`config.mk`:
```
export PLATFORM = sky130hd
export DESIGN_NAME = fetch_issue_unit
export DESIGN_NICKNAME = d
export VERILOG_FILES = /design/src/rtl/cpu8_pkg.sv /design/src/rtl/cpu8_regfile.sv /design/src/rtl/fetch_issue_unit.sv
export SDC_FILE = /design/constraint.sdc
export NUM_CORES = 1
export LEC_CHECK = 0
export BUFFER_PORTS_ARGS = -buffer_cell sky130_fd_sc_hd__buf_2
export CAP_MARGIN = 10
export CORE_MARGIN = 2
export CORE_UTILIZATION = 57
export CTS_BUF_LIST = sky130_fd_sc_hd__clkbuf_4
export CTS_CLUSTER_DIAMETER = 100
export CTS_CLUSTER_SIZE = 20
export DETAILED_ROUTE_END_ITERATION = 10
export PLACE_DENSITY = 0.78
export SLEW_MARGIN = 10
export SYNTH_ARGS = -nofsm -noshare
export SYNTH_HDL_FRONTEND = slang
export SYNTH_HIERARCHICAL = 1
export SYNTH_SLANG_ARGS = --single-unit
export TNS_END_PERCENT = 20
```
`constraint.sdc`:
```
create_clock -name clk -period 3.08 [get_ports clk]
set_clock_uncertainty 0.15 [all_clocks]
set_input_delay 0.462 -clock clk [delete_from_list [all_inputs] [get_ports clk]]
set_output_delay 0.462 -clock clk [all_outputs]
set_load 0.01 [all_outputs]
```
`src/rtl/cpu8_pkg.sv`:
```
// -----------------------------------------------------------------------------
// cpu8_pkg
//   Shared definitions for the 8-bit CPU front end: data/register widths,
//   ALU opcode values, 16-bit instruction field positions, the reserved HALT
//   encoding, the fetch/issue FSM state encoding and a small decode helper.
//
//   Instruction layout (16 bits):
//     [15:13] opcode | [12] imm | [11:10] rd | [9:8] ra | [7:0] imm8
//     When imm = 0 the second source register rb sits in [1:0].
// -----------------------------------------------------------------------------
package cpu8_pkg;

  // Datapath geometry
  localparam int IW       = 16;  // instruction width
  localparam int DW       = 8;   // data / register width
  localparam int RF_DEPTH = 4;   // architectural registers
  localparam int RF_AW    = 2;   // register address width

  // ALU operation select values carried on the opcode output
  localparam logic [2:0] OP_ADD = 3'b000;
  localparam logic [2:0] OP_SUB = 3'b001;
  localparam logic [2:0] OP_AND = 3'b010;
  localparam logic [2:0] OP_OR  = 3'b011;
  localparam logic [2:0] OP_XOR = 3'b100;
  localparam logic [2:0] OP_SHL = 3'b101;
  localparam logic [2:0] OP_SHR = 3'b110;
  localparam logic [2:0] OP_MOV = 3'b111;

  // Instruction field positions
  localparam int OPC_MSB  = 15;
  localparam int OPC_LSB  = 13;
  localparam int IMM_BIT  = 12;
  localparam int RD_MSB   = 11;
  localparam int RD_LSB   = 10;
  localparam int RA_MSB   = 9;
  localparam int RA_LSB   = 8;
  localparam int IMM8_MSB = 7;
  localparam int IMM8_LSB = 0;
  localparam int RB_MSB   = 1;
  localparam int RB_LSB   = 0;

  // Reserved encoding: stops the machine, never issued downstream
  localparam logic [IW-1:0] HALT_WORD = 16'hFFFF;

  // Fetch/issue sequencer states
  typedef enum logic [2:0] {
    IDLE,
    FETCH,
    ISSUE,
    WAIT_WB,
    HALT
  } state_t;

  // Decoded instruction fields
  typedef struct packed {
    logic [2:0]       opcode;
    logic             imm;
    logic [RF_AW-1:0] rd;
    logic [RF_AW-1:0] ra;
    logic [DW-1:0]    imm8;
  } instr_t;

  function automatic instr_t decode(input logic [IW-1:0] w);
    instr_t d;
    d.opcode = w[OPC_MSB:OPC_LSB];
    d.imm    = w[IMM_BIT];
    d.rd     = w[RD_MSB:RD_LSB];
    d.ra     = w[RA_MSB:RA_LSB];
    d.imm8   = w[IMM8_MSB:IMM8_LSB];
    return d;
  endfunction

  // rb shares bit positions with the low end of imm8
  function automatic logic [RF_AW-1:0] rb_of(input instr_t d);
    return d.imm8[RB_MSB:RB_LSB];
  endfunction

endpackage

```
`src/rtl/cpu8_regfile.sv`:
```
// -----------------------------------------------------------------------------
// cpu8_regfile
//   4 x 8-bit architectural register file with two asynchronous read ports
//   and one synchronous write port. All registers clear on reset.
//
//   Ports
//     clk      in   clock, writes on rising edge
//     rst      in   synchronous active-high reset, clears every register
//     we       in   write enable
//     wr_addr  in   write address
//     wr_data  in   write data
//     ra_addr  in   read port A address
//     ra_data  out  read port A data (combinational)
//     rb_addr  in   read port B address
//     rb_data  out  read port B data (combinational)
// -----------------------------------------------------------------------------
module cpu8_regfile
  import cpu8_pkg::*;
(
  input  logic             clk,
  input  logic             rst,
  input  logic             we,
  input  logic [RF_AW-1:0] wr_addr,
  input  logic [DW-1:0]    wr_data,
  input  logic [RF_AW-1:0] ra_addr,
  output logic [DW-1:0]    ra_data,
  input  logic [RF_AW-1:0] rb_addr,
  output logic [DW-1:0]    rb_data
);

  logic [DW-1:0] regs [RF_DEPTH];

  // NOTE: state registers are written with <= so every flop samples the
  // pre-edge value of its inputs; blocking = here would create order-dependent
  // simulation that no longer matches the synthesized flops.
  always_ff @(posedge clk) begin
    if (rst) begin
      for (int i = 0; i < RF_DEPTH; i++) begin
        regs[i] <= '0;
      end
    end else if (we) begin
      regs[wr_addr] <= wr_data;
    end
  end

  assign ra_data = regs[ra_addr];
  assign rb_data = regs[rb_addr];

endmodule

```
`src/rtl/fetch_issue_unit.sv`:
```
// -----------------------------------------------------------------------------
// fetch_issue_unit
//   Upstream stage of the 8-bit CPU. Holds a loadable program memory and the
//   program counter, fetches one 16-bit instruction at a time, reads its
//   operands from the register file and offers {opcode, a, b} downstream over
//   a valid/ready handshake. After the handshake it waits for the downstream
//   result pulse, writes it back and only then fetches the next instruction,
//   so operand reads never need a bypass path.
//
//   Sequencer:  IDLE/HALT --start--> FETCH -> ISSUE --handshake--> WAIT_WB
//               WAIT_WB --wb_valid--> FETCH (pc+1);  ISSUE --HALT_WORD--> HALT
//
//   Ports
//     clk          in   clock, all state updates on rising edge
//     rst          in   synchronous active-high reset
//     start        in   begin execution at pc 0 (IDLE/HALT only)
//     prog_we      in   program memory write strobe (IDLE/HALT only)
//     prog_addr    in   program memory write address
//     prog_wdata   in   program memory write data
//     issue_valid  out  {opcode, a, b} valid this cycle
//     issue_ready  in   downstream accepts; handshake = valid & ready
//     opcode       out  ALU operation select
//     a            out  operand A = rf[ra]
//     b            out  operand B = imm ? imm8 : rf[rb]
//     wb_valid     in   downstream result valid (single-cycle pulse)
//     wb_data      in   result written to rf[rd]
//     wb_carry     in   carry from the ALU
//     carry_flag   out  carry of the last written-back instruction
//     pc           out  current program counter
//     busy         out  high in FETCH/ISSUE/WAIT_WB
//     halted       out  high in HALT
// -----------------------------------------------------------------------------
module fetch_issue_unit
  import cpu8_pkg::*;
#(
  parameter  int PROG_DEPTH = 16,
  localparam int PW         = $clog2(PROG_DEPTH)
) (
  input  logic          clk,
  input  logic          rst,
  input  logic          start,
  input  logic          prog_we,
  input  logic [PW-1:0] prog_addr,
  input  logic [IW-1:0] prog_wdata,
  output logic          issue_valid,
  input  logic          issue_ready,
  output logic [2:0]    opcode,
  output logic [DW-1:0] a,
  output logic [DW-1:0] b,
  input  logic          wb_valid,
  input  logic [DW-1:0] wb_data,
  input  logic          wb_carry,
  output logic          carry_flag,
  output logic [PW-1:0] pc,
  output logic          busy,
  output logic          halted
);

  state_t         state_q;
  state_t         state_d;
  logic [IW-1:0]  prog_mem [PROG_DEPTH];
  logic [IW-1:0]  instr_q;
  logic [PW-1:0]  pc_q;
  logic           carry_q;

  instr_t         dec;
  logic [DW-1:0]  rf_a;
  logic [DW-1:0]  rf_b;
  logic           stopped;   // IDLE or HALT: the only states that accept start/prog_we
  logic           is_halt;
  logic           wb_fire;

  assign dec     = decode(instr_q);
  assign stopped = (state_q == IDLE) || (state_q == HALT);
  assign is_halt = (instr_q == HALT_WORD);
  assign wb_fire = (state_q == WAIT_WB) && wb_valid;

  // ---------------------------------------------------------------------------
  // Program memory: written only while stopped, read synchronously in FETCH.
  // A write and a start in the same IDLE cycle land before FETCH reads, so
  // the new word is fetched when it targets address 0.
  // ---------------------------------------------------------------------------
  // NOTE: the program array deliberately has no reset branch; clearing a
  // memory on reset prevents RAM inference and the loaded program must
  // survive a reset anyway.
  always_ff @(posedge clk) begin
    if (!rst && prog_we && stopped) begin
      prog_mem[prog_addr] <= prog_wdata;
    end
  end

  // ---------------------------------------------------------------------------
  // Register file: the writeback port is the only writer, active in WAIT_WB
  // ---------------------------------------------------------------------------
  cpu8_regfile u_regfile (
    .clk     (clk),
    .rst     (rst),
    .we      (wb_fire),
    .wr_addr (dec.rd),
    .wr_data (wb_data),
    .ra_addr (dec.ra),
    .ra_data (rf_a),
    .rb_addr (rb_of(dec)),
    .rb_data (rf_b)
  );

  // ---------------------------------------------------------------------------
  // State register
  // ---------------------------------------------------------------------------
  always_ff @(posedge clk) begin
    if (rst) begin
      state_q <= IDLE;
    end else begin
      state_q <= state_d;
    end
  end

  // ---------------------------------------------------------------------------
  // Program counter, instruction register and carry flag
  // ---------------------------------------------------------------------------
  always_ff @(posedge clk) begin
    if (rst) begin
      pc_q    <= '0;
      instr_q <= '0;
      carry_q <= 1'b0;
    end else begin
      if (stopped && start) begin
        pc_q <= '0;
      end else if (wb_fire) begin
        pc_q <= pc_q + 1'b1;  // wraps naturally at PROG_DEPTH
      end

      if (state_q == FETCH) begin
        instr_q <= prog_mem[pc_q];
      end

      if (wb_fire) begin
        carry_q <= wb_carry;
      end
    end
  end

  // ---------------------------------------------------------------------------
  // Next state and issue outputs. instr_q only changes in FETCH and the
  // register file only changes in WAIT_WB, so opcode/a/b are stable for the
  // whole ISSUE stall. Outside an issue they are held at zero.
  // ---------------------------------------------------------------------------
  // NOTE: every output of this block is given a default before the case so
  // no path leaves a signal unassigned, which would otherwise infer a latch.
  always_comb begin
    state_d     = state_q;
    issue_valid = 1'b0;
    opcode      = '0;
    a           = '0;
    b           = '0;

    unique case (state_q)
      IDLE, HALT: begin
        if (start) state_d = FETCH;
      end
      FETCH: begin
        state_d = ISSUE;
      end
      ISSUE: begin
        if (is_halt) begin
          state_d = HALT;
        end else begin
          issue_valid = 1'b1;
          opcode      = dec.opcode;
          a           = rf_a;
          b           = dec.imm ? dec.imm8 : rf_b;
          if (issue_ready) state_d = WAIT_WB;
        end
      end
      WAIT_WB: begin
        if (wb_valid) state_d = FETCH;
      end
      default: begin
        state_d = IDLE;
      end
    endcase
  end

  assign carry_flag = carry_q;
  assign pc         = pc_q;
  assign busy       = (state_q == FETCH) || (state_q == ISSUE) || (state_q == WAIT_WB);
  assign halted     = (state_q == HALT);

endmodule

```
---- Word-level counts from Yosys, hierarchy flattened ----
Memories as Yosys holds them, arrays and structs flattened. A register that Yosys moved wholly into a read port is not among the register bits.
Index checks and enable logic that the tools add are counted.
operators by class
  $add $sub $neg .......................... 1
  muxes and demuxes ....................... 24
  reductions and logical operators ........ 13
  eq/ne operators ......................... 8
operators with widths
  operator                                                         number
  8-bit two-way mux                                                6
  3-bit two-way mux                                                6
  16-bit == test, second input constant                            1
  3-bit case mux with 4 select lines                               1
  1-bit two-way mux                                                10
  8-bit OR reduction                                               1
  3-bit by 2-bit == test with 1-bit output, second input constant  2
  4-bit by 1-bit adder with 4-bit output, second input constant    1
  1-bit logical AND                                                4
  2-bit inequality test, second input constant                     2
  2-bit OR reduction                                               2
  3-bit by 1-bit == test with 1-bit output, second input constant  1
  3-bit == test, second input constant                             1
  3-bit logical NOT                                                1
  1-bit logical OR                                                 3
  3-bit inequality test, second input constant                     1
  3-bit AND reduction                                              1
  2-bit two-way mux                                                1
  1-bit logical NOT                                                1
word-level totals
  logic and storage cells ................. 51
  memories kept ........................... 2
  memory bits (writable) .................. 288
  register bits ........................... 8
memory list
  name            words  width  rd ports  clocked after Yosys merged registers in  wr ports  RTL line                text
  prog_mem        16     16     1         1                                        1         fetch_issue_unit.sv:61  logic [IW-1:0] prog_mem [PROG_DEPTH];
  u_regfile.regs  4      8      2         0                                        4         cpu8_regfile.sv:31      logic [DW-1:0] regs [RF_DEPTH];

---- Logic depth before layout (Yosys ltp) ----
Gate-level depths: netlist of the first run.
  depth after elaboration ................. 7
  mapped depth ............................ 8

---- Hierarchy ----
Netlist of the first run, hierarchy kept.
modules (own cells, without submodules)
  module            seq. area each (µm²)  instances  cells an instance  area each (µm²)
  fetch_issue_unit  8,167.8               1          532                10,879.2
  cpu8_regfile      960.9                 1          95                 1,654.1

---- Worst setup path after synthesis of the first run ----
Ideal clock, no wire load.
  path type ............................... reg2reg
  start point ............................. register state_q[1]
  end point ............................... memory prog_mem[0][0] (enable)
  path slack .............................. 29 ps
  cell stages (with the launch flop) ...... 5
  arrival ................................. 2,492 ps
  data required time ...................... 2,521 ps
  path through ............................ dfxtp_1 clkbuf_2 or4b_4 or3_1 nor3_1
on the way
  word-level cells in the longest chain between the ends .. 5
  elaborated cells between the ends (all ways) .. 6
  those cells by class .................... 1 x eq/ne; 2 x mux; 3 x reduce/logical
RTL lines
  element                                                    RTL line                 text
  start: declaration                                         fetch_issue_unit.sv:59   state_t state_q;
  start signal: assignment                                   fetch_issue_unit.sv:114  state_q <= state_d;
  3-bit == test / 3-bit logical NOT (equally long branches)  fetch_issue_unit.sv:74   assign stopped = (state_q == IDLE) || (state_q == HALT);
  1-bit logical OR (*)                                       fetch_issue_unit.sv:74
  1-bit logical AND (*)                                      fetch_issue_unit.sv:87   if (!rst && prog_we && stopped) begin
  1-bit two-way mux (*)                                      fetch_issue_unit.sv:87
  1-bit two-way mux (implied by the code) (*)                fetch_issue_unit.sv:88   prog_mem[prog_addr] <= prog_wdata;
  end: declaration                                           fetch_issue_unit.sv:61
Every way passes the cells marked *; elsewhere a longest branch is shown, timed or not.

---- Worst setup path after layout of the first run ----
  start point ............................. register instr_q[1] (netlist: dec[1]) (read register of prog_mem)
  end point ............................... output opcode[1]
on the way
  word-level cells in the longest chain between the ends .. 3
RTL lines
  element             RTL line                 text
  start: declaration  fetch_issue_unit.sv:62   logic [IW-1:0] instr_q;
  16-bit == test      fetch_issue_unit.sv:75   assign is_halt = (instr_q == HALT_WORD);
  3-bit two-way mux   fetch_issue_unit.sv:165  if (is_halt) begin
  3-bit two-way mux   fetch_issue_unit.sv:157  unique case (state_q)
  end: declaration    fetch_issue_unit.sv:47   output logic [2:0] opcode,
Every way passes these cells.

==> results.toml, run 1 <==
[run_status]
status = "complete, no violations"

[logic_synthesis]
yosysSeqAreaShare = 0.728
syn_inst = 627
synth_edf_count = 288
yosysTopAreaCellShare = 0.690
async_flop_share = 0
synth-seq-cells = 312
avgSynthCellArea_sq_um = 20.0
synth.yosys.warnings = 6
synth.area.top_cells = "edfxtp_1, mux4_2, dfxtp_1"
synthesis.area_sq_mm = 0.0125
ys_types = 42
synth_largest_area_cell = "edfxtp_1"
syn-num-nets = 663
ys.flop_type = "edfxtp_1"

[sta]
worst_pin_slew_ps = 632
fin_crit_ps = 2940
timing.final.crit_share = 0.954
relSlewSlack = 0.579
setup_viol = 0
fin_ws_ps = 142
fmax_ghz = 0.340
tns_ps = 0
rsz0062_at_grt = "false"
slew_viol_final = 0
hold_violations = 0

[placed_design]
dp_cells = 978
pre_cts_ws_ps = 550
gp_congestion = 0.828
io_buffers = 61
dp_hpwl_um = 17300

[global_route]
grt_max_degree = 48
grt_antenna_before_repair = 1
grt_usage = 0.226
grt_pass1_wl_um = 39300
grt_pass1_vias = 6506
gr-total-overflow = 0

[clock_tree]
clock_latency_ps = 690
ctsRootBufferMaster = "clkbuf_4"
clock_path_buffers = 3
clkSinkCount = 312
cts.clk_slew.worst_paths_ps = 200
h-tree-depth = 1
numCtsBuffers = 19
cts_setup_buffers = 0
tritoncts = "yes"

[worst_setup_path]
cp_max_fo = 12
worstPathArrival_ps = 2330
worstPathRequired_ps = 2470
path_class = "reg -> out"
critPathLaunchType = "flip-flop"
end_kind = "output pin"

[detailed_routing]
via_per_inst = 6.11
wl_per_cell_um = 25.2
drt-initial-drc-count = 660
drc = 0
via_count = 6373
dr.pass1.iters = 5
routed_wl_um = 26200
ant_nets = 0

[floorplanning]
row_count = 54
die_h_um = 152
die_area_sq_mm = 0.0232
io_pins = 62
die_x_um = 152
initial_core_util = 0.578
core-area_sq_mm = 0.0217

[layout]
layout_common_cells = "edfxtp_1, mux4_2, buf_2"
syn_to_final_growth_pct = 11.3
n_fill_cell = 1465
drive_gt1_frac = 0.331
final_cells = 1043
layout_commonest_cell = "edfxtp_1"
final_nets = 785

[hold_path]
worstHoldPathType = "in -> reg"

[pwr]
p_clk_frac = 0.243
switching_share = 0.210
sequentialPowerShare = 0.702
comb_power_share = 0.056
ir_worst_vdd_mv = 0.398
p_int_mw = 5.31
power.leakage_nw = 4.49
p_per_area_mw_per_mm2 = 482
power_switching_mw = 1.41

[job]
maxCapViolations = 0
[sequential cells by signal (all words and copies together) (netlist names)]
name and flops:
carry_flag 1, dec 16, pc 4, prog_mem 256
state_q 3, u_regfile/regs 32
[Yosys cell counts (all sizes together), types with 8 or more instances]
master and n:
mux2i 26, and2 44, o21ai 17, nand2 8, nor2 32, clkbuf 11, edfxtp 288, mux4 80
mux2 16, dfxtp 24, buf 20, a22oi 18
[final cells by class]
cell class	count	area, sq um	share of cell area
diodes	1	2.50	0.000179
flip-flops and latches	312	9140	0.655
well taps	280	350	0.0251
repair buffers	132	951	0.0682
inverters	4	17.5	0.00126
clock inverters	2	12.5	0.000897
multi-input cells	280	3240	0.232
clock buffers	32	240	0.0172
[repair_timing]
action / CTS / global route
hold buffers: 30 / 0
endpoints found under the setup margin: 12 / 11
resized for setup: 4 / 2
hold endpoints to repair: 201 / 0
pin swaps: 0 / 2
[stage by stage]
step / util / cell area, sq um / power [mW] / hold WS (ps)
floorplan: - / 12500 / 4.99 / 318
global placement: 0.617 / 13400 / 5.13 / 323
detailed placement: 0.617 / 13400 / 5.15 / 356
CTS: 0.643 / 13900 / 6.76 / 174
global route: 0.643 / 14000 / 6.94 / 181
finish: 0.643 / 14000 / 6.72 / 210
[routing by layer]
metal	GRT usage	up-vias	share of wire
met5	0	-	0
met3	0.0444	42	0.088
met2	0.389	267	0.51
met4	0.0507	0	0.019
met1	0.305	3280	0.38
li1	-	2784	-
[kinds of logic after synthesis]
logic type / synth area share
flip-flops: 0.728
multiplexers: 0.179
AND/OR/NAND/NOR: 0.0514
AO/OA/AOI/OAI: 0.0225
buffers and inverters: 0.0158
XOR/XNOR: 0.00210
adder cells (fa/ha/maj): 0.000998
[final timing paths]
path	startpoint	to	slack, ps	depth (start not counted)
max	dec[1]	opcode[1]	140	7
min	prog_addr[2]	prog_mem[2][5]	210	3
max reg2reg	pc[0]	dec[7]	680	5
min reg2reg	dec[14]	dec[14]	400	2
[power groups by stage]
stage	Combinational, mW	Sequential (mW)	Clock, mW
6_report	0.373	4.72	1.63
5_1_grt	0.406	4.72	1.82
4_1_cts	0.375	4.71	1.67
3_5_place_dp	0.343	4.81	0
3_3_place_gp	0.327	4.80	0
2_1_floorplan	0.193	4.79	0
[worst max-delay path: stages (launching register included)]
cell	delay (ps)
dfxtp_1	350
buf_4	190
nand4_1	170
nor4_2	60
or3_4	430
inv_4	130
and2_1	160
buf_2	130
Power figures use the tool's default switching activity.
==> run 2, diff against run 1 <==
--- a/config.mk
+++ b/config.mk
@@ -7,6 +7,7 @@
 export LEC_CHECK = 0
 export BUFFER_PORTS_ARGS = -buffer_cell sky130_fd_sc_hd__buf_2
 export CAP_MARGIN = 10
+export CORE_ASPECT_RATIO = 0.75
 export CORE_MARGIN = 2
 export CORE_UTILIZATION = 57
 export CTS_BUF_LIST = sky130_fd_sc_hd__clkbuf_4
@@ -14,7 +15,6 @@
 export CTS_CLUSTER_SIZE = 20
 export DETAILED_ROUTE_END_ITERATION = 10
 export PLACE_DENSITY = 0.78
-export SLEW_MARGIN = 10
 export SYNTH_ARGS = -nofsm -noshare
 export SYNTH_HDL_FRONTEND = slang
 export SYNTH_HIERARCHICAL = 1
==> run 2 against run 1 <==
Against the previous run: wire length fell by 3.0%; clock-buffer cell count fell by 6; clock power fell by 5%; non-clock buffer count fell by 1; sequential share of layout area rose by 0.30 points; first-iteration DRC count rose by 5.9%; combinational power barely moved; register-to-register slack barely moved; worst hold slack got worse by 180 ps; via count rose by 0.63%; critical endpoint is now opcode[0]; largest cell class unchanged; largest power group unchanged.
==> results.toml, run 2 (synthesis results as in run 1) <==
[worst_setup_path]
max_stage_delay_ps = 470
crit_buf_inv = 2
critPathLaunchType = "flip-flop"
crit_family = "simple AND/OR/NAND/NOR gates"
slowest_stage = "dfxtp_2"
cp_max_fo = 12
worstPathRequired_ps = 2470
worstPathArrival_ps = 2330
end_kind = "output pin"
path_class = "reg -> out"
crit_chain = "nand4_1 -> nor4_2 -> or3_4 -> inv_2 -> and2_1 -> buf_2"

[layout]
layout_common_cells = "edfxtp_1, mux4_2, buf_2"
syn_to_final_growth_pct = 10.8
layout_commonest_cell = "edfxtp_1"
final_nets = 784
largest_reg_flops = 256
top_register = "prog_mem"
final_cells = 1043
drive_gt1_frac = 0.324
post-route-util = 0.650

[clock_tree]
clock_path_buffers = 3
cts.clk_slew.worst_paths_ps = 200
ctsRootBufferMaster = "clkbuf_4"
numCtsBuffers = 19
clkSinkCount = 312
h-tree-depth = 1
clock_latency_ps = 690
tritoncts = "yes"

[floorplanning]
io_pins = 62
initial_core_util = 0.587
die_area_sq_mm = 0.0232
die_h_um = 132
core-area_sq_mm = 0.0214
die_x_um = 175
row_count = 46

[global_route]
grt_pass1_wl_um = 38700
grt_usage = 0.225
grt_max_degree = 61
grt_pass1_vias = 6323
gr-total-overflow = 0
grt_antenna_before_repair = 2

[placed_design]
gp_congestion = 0.825
dp_cells = 986
io_buffers = 61
dp_hpwl_um = 16700

[sta]
setup_viol = 0
hold_violations = 0
worst_pin_slew_ps = 626
relSlewSlack = 0.583
fmax_ghz = 0.340
timing.final.crit_share = 0.954
fin_crit_ps = 2940
slew_viol_final = 0

[pwr]
ir_worst_vdd_mv = 0.350
p_per_area_mw_per_mm2 = 478
power.leakage_nw = 4.45

[detailed_routing]
routed_wl_um = 25400
wl_per_cell_um = 24.4
ant_nets = 0
via_count = 6413
dr.pass1.iters = 5
via_per_inst = 6.15
drc = 0
drt-initial-drc-count = 699

[hold_path]
worstHoldPathType = "in -> reg"

[run_status]
status = "complete, no violations"

[job]
maxCapViolations = 0
run 2: changes by cell type in the layout (fill, tap and decap cells not counted), sizes merged:
| cell | change |
|---|---|
| clkbuf | -6 |
| dlygate4sd3 | -1 |
| inv | -1 |
run 2: final cells by class:
cell class | instances | area [sq um]
multi-input cells | 280 | 3240
fillers | 1409 | 7460
inverters | 4 | 15.0
well taps | 288 | 360
diodes | 1 | 2.50
repair buffers | 131 | 928
clock inverters | 1 | 8.76
flip-flops and latches | 312 | 9140
clock buffers | 26 | 195
run 2: path summary, 6_finish.rpt:
path         cells past startpoint         endpoint  slack [ps]     startpoint
max                              6        opcode[0]         140        dec[11]
min                              1   prog_mem[2][4]          30  prog_wdata[4]
max reg2reg                      4  prog_mem[12][5]         670     state_q[1]
min reg2reg                      2           dec[7]         420         dec[7]
run 2: routing by layer:
metal  GRT usage  vias to the layer above  share of wire
met4      0.0431                        0          0.016
met5           0                        -              0
met2       0.350                      287           0.47
met3      0.0397                       30          0.080
met1       0.344                     3315           0.43
li1            -                     2781              -
run 2: power by group:
group / switching (mW) / total, mW / leakage, nW / internal (mW)
clock network: 1.15 / 1.55 / 0.124 / 0.391
logic: 0.213 / 0.373 / 1.50 / 0.160
registers: 0.0410 / 4.72 / 2.83 / 4.68
total: 1.41 / 6.64 / 4.45 / 5.23
run 2: timing repair:
| item | in CTS | in global routing |
|---|---|---|
| endpoints found under the setup margin | 12 | 11 |
| endpoints found under the hold margin | 131 | 0 |
| setup buffers | 0 | 0 |
| hold buffers | 29 | 0 |
| pin swaps | 0 | 1 |
| resized for setup | 3 | 2 |
run 2: per-stage QoR:
| stage | setup WS (ps) | cell area (sq um) | setup TNS, ps | power [mW] | hold WS, ps |
|---|---|---|---|---|---|
| after floorplan | 29.0 | 12500 | 0 | 4.99 | 318 |
| after global placement | 585 | 13400 | 0 | 5.13 | 314 |
| after detailed placement | 557 | 13400 | 0 | 5.15 | 355 |
| after CTS | 21.3 | 13900 | 0 | 6.65 | 8.88 |
| after global routing | -5.56 | 13900 | -5.56 | 6.84 | 15.2 |
| final | 141 | 13900 | 0 | 6.64 | 31.0 |
==> run 3, diff against run 2 <==
--- a/config.mk
+++ b/config.mk
@@ -5,16 +5,16 @@
 export SDC_FILE = /design/constraint.sdc
 export NUM_CORES = 1
 export LEC_CHECK = 0
-export BUFFER_PORTS_ARGS = -buffer_cell sky130_fd_sc_hd__buf_2
 export CAP_MARGIN = 10
 export CORE_ASPECT_RATIO = 0.75
 export CORE_MARGIN = 2
-export CORE_UTILIZATION = 57
+export CORE_UTILIZATION = 58
 export CTS_BUF_LIST = sky130_fd_sc_hd__clkbuf_4
 export CTS_CLUSTER_DIAMETER = 100
 export CTS_CLUSTER_SIZE = 20
 export DETAILED_ROUTE_END_ITERATION = 10
-export PLACE_DENSITY = 0.78
+export DONT_BUFFER_PORTS = 1
+export PLACE_DENSITY = 0.76
 export SYNTH_ARGS = -nofsm -noshare
 export SYNTH_HDL_FRONTEND = slang
 export SYNTH_HIERARCHICAL = 1
==> run 3 against run 2 <==
Against the previous run: critical path depth stayed put; die area down 1.7%; global-route usage increased by 1.4 points; first-iteration DRC count rose by 9.3%; total power is 0.28% lower; maximum frequency fell by 0.92%.
==> results.toml, run 3 (synthesis results as in run 1) <==
[floorplanning]
die_area_sq_mm = 0.0228
row_count = 46
core-area_sq_mm = 0.0212
die_h_um = 131
io_pins = 62
initial_core_util = 0.592
die_x_um = 174

[layout]
layout_commonest_cell = "edfxtp_1"
n_fill_cell = 1458
layout_common_cells = "edfxtp_1, mux4_2, and2_1"
multi_input_area_sq_mm = 0.00327
drive_gt1_frac = 0.278
regArea_sq_mm = 0.00914
top_register = "prog_mem"
final_nets = 727
syn_to_final_growth_pct = 9.45
largest_reg_flops = 256

[placed_design]
io_buffers = 0
gp_congestion = 0.832
dp_hpwl_um = 17600
pre_cts_ws_ps = 580

[worst_setup_path]
slowest_stage = "or3_4"
worstPathArrival_ps = 2350
cp_max_fo = 12
critPathLaunchType = "flip-flop"
path_class = "reg -> out"
worstPathRequired_ps = 2470
max_stage_delay_ps = 430
end_kind = "output pin"
crit_chain = "buf_4 -> nand4_1 -> nor4_4 -> or3_4 -> inv_2 -> and2_1"

[job]
maxCapViolations = 0

[sta]
slew_viol_final = 0
fin_ws_ps = 113
fmax_ghz = 0.337
timing.final.crit_share = 0.963
rsz0062_at_grt = "false"
hold_violations = 0
setup_viol = 0
worst_pin_slew_ps = 798
fin_crit_ps = 2970
relSlewSlack = 0.468
tns_ps = 0

[clock_tree]
cts.clk_slew.worst_paths_ps = 220
tritoncts = "yes"
h-tree-depth = 1
clock_latency_ps = 700
clkSinkCount = 312
numCtsBuffers = 19
cts_setup_buffers = 0
clock_path_buffers = 3
ctsRootBufferMaster = "clkbuf_4"

[run_status]
status = "complete, no violations"

[detailed_routing]
drc = 0
met3_length_um = 2300
top_layer = "met4"
wl_met1_um = 11200
drt-initial-drc-count = 764
via_per_inst = 6.36
via_count = 6278
ant_nets = 0
dr.pass1.iters = 8
route.met2.wl_um = 12900
routed_wl_um = 26900
wl_per_cell_um = 27.2

[pwr]
power.leakage_nw = 4.22
ir_worst_vdd_mv = 0.400
p_per_area_mw_per_mm2 = 482

[global_route]
gr-total-overflow = 0
grt_pass1_wl_um = 40100
grt_usage = 0.239
grt_antenna_before_repair = 2
grt_max_degree = 54
grt_pass1_vias = 6338

[hold_path]
worstHoldPathType = "in -> reg"
-- run 3: worst paths after layout --
check,start,endpoint,slack [ps],cells past startpoint
worst max-delay path,dec[9],opcode[1],110,6
worst max register to register,state_q[1],prog_mem[0][7],170,5
worst min register to register,dec[14],dec[14],410,2
worst min-delay path,rst,u_regfile/regs[1][2],40,1
-- run 3: metal layers --
metal  global-route usage  vias to the layer above
met2                0.382                      299
met1                0.352                     3249
li1                     -                     2680
met5                    0                        -
met3               0.0454                       50
met4               0.0490                        0
-- run 3: per-stage QoR --
stage	utilization	instance area, sq um	hold slack [ps]	std cells	total power, mW
final	0.648	13700	37.3	987	6.62
after floorplan	-	12500	318	627	4.99
after detailed placement	0.622	13200	368	926	5.07
after global routing	0.648	13700	19.2	987	6.81
after global placement	0.622	13200	364	926	5.06
after CTS	0.647	13700	19.3	985	6.64
-- run 3: timing repair --
| action | 4_1_cts | 5_1_grt |
|---|---|---|
| endpoints found under the hold margin | 325 | 0 |
| pin swaps | 0 | 3 |
| hold buffers | 32 | 0 |
| resized for setup | 3 | 1 |
| setup endpoints to repair | 11 | 11 |
-- run 3: layout make-up --
class / count / area share
multi-input combinational: 280 / 0.239
timing repair buffer: 74 / 0.0527
inverter: 4 / 0.00109
sequential: 312 / 0.666
clock buffer: 26 / 0.0142
antenna: 2 / 0.000365
clock inverter: 1 / 0.000638
tap: 288 / 0.0263
-- run 3: where the power goes --
part	internal, mW	switching (mW)	leakage (nW)	total [mW]
clock network	0.390	1.17	0.124	1.56
logic	0.141	0.204	1.26	0.345
registers	4.68	0.0362	2.83	4.71
total	5.21	1.41	4.22	6.62
-- run 3: critical path, delay by kind of cell, from the launching register on --
kind / cells / cell delay, ps
buffers and inverters: 2 / 390
flip-flops: 1 / 350
AND/OR/NAND/NOR: 4 / 920
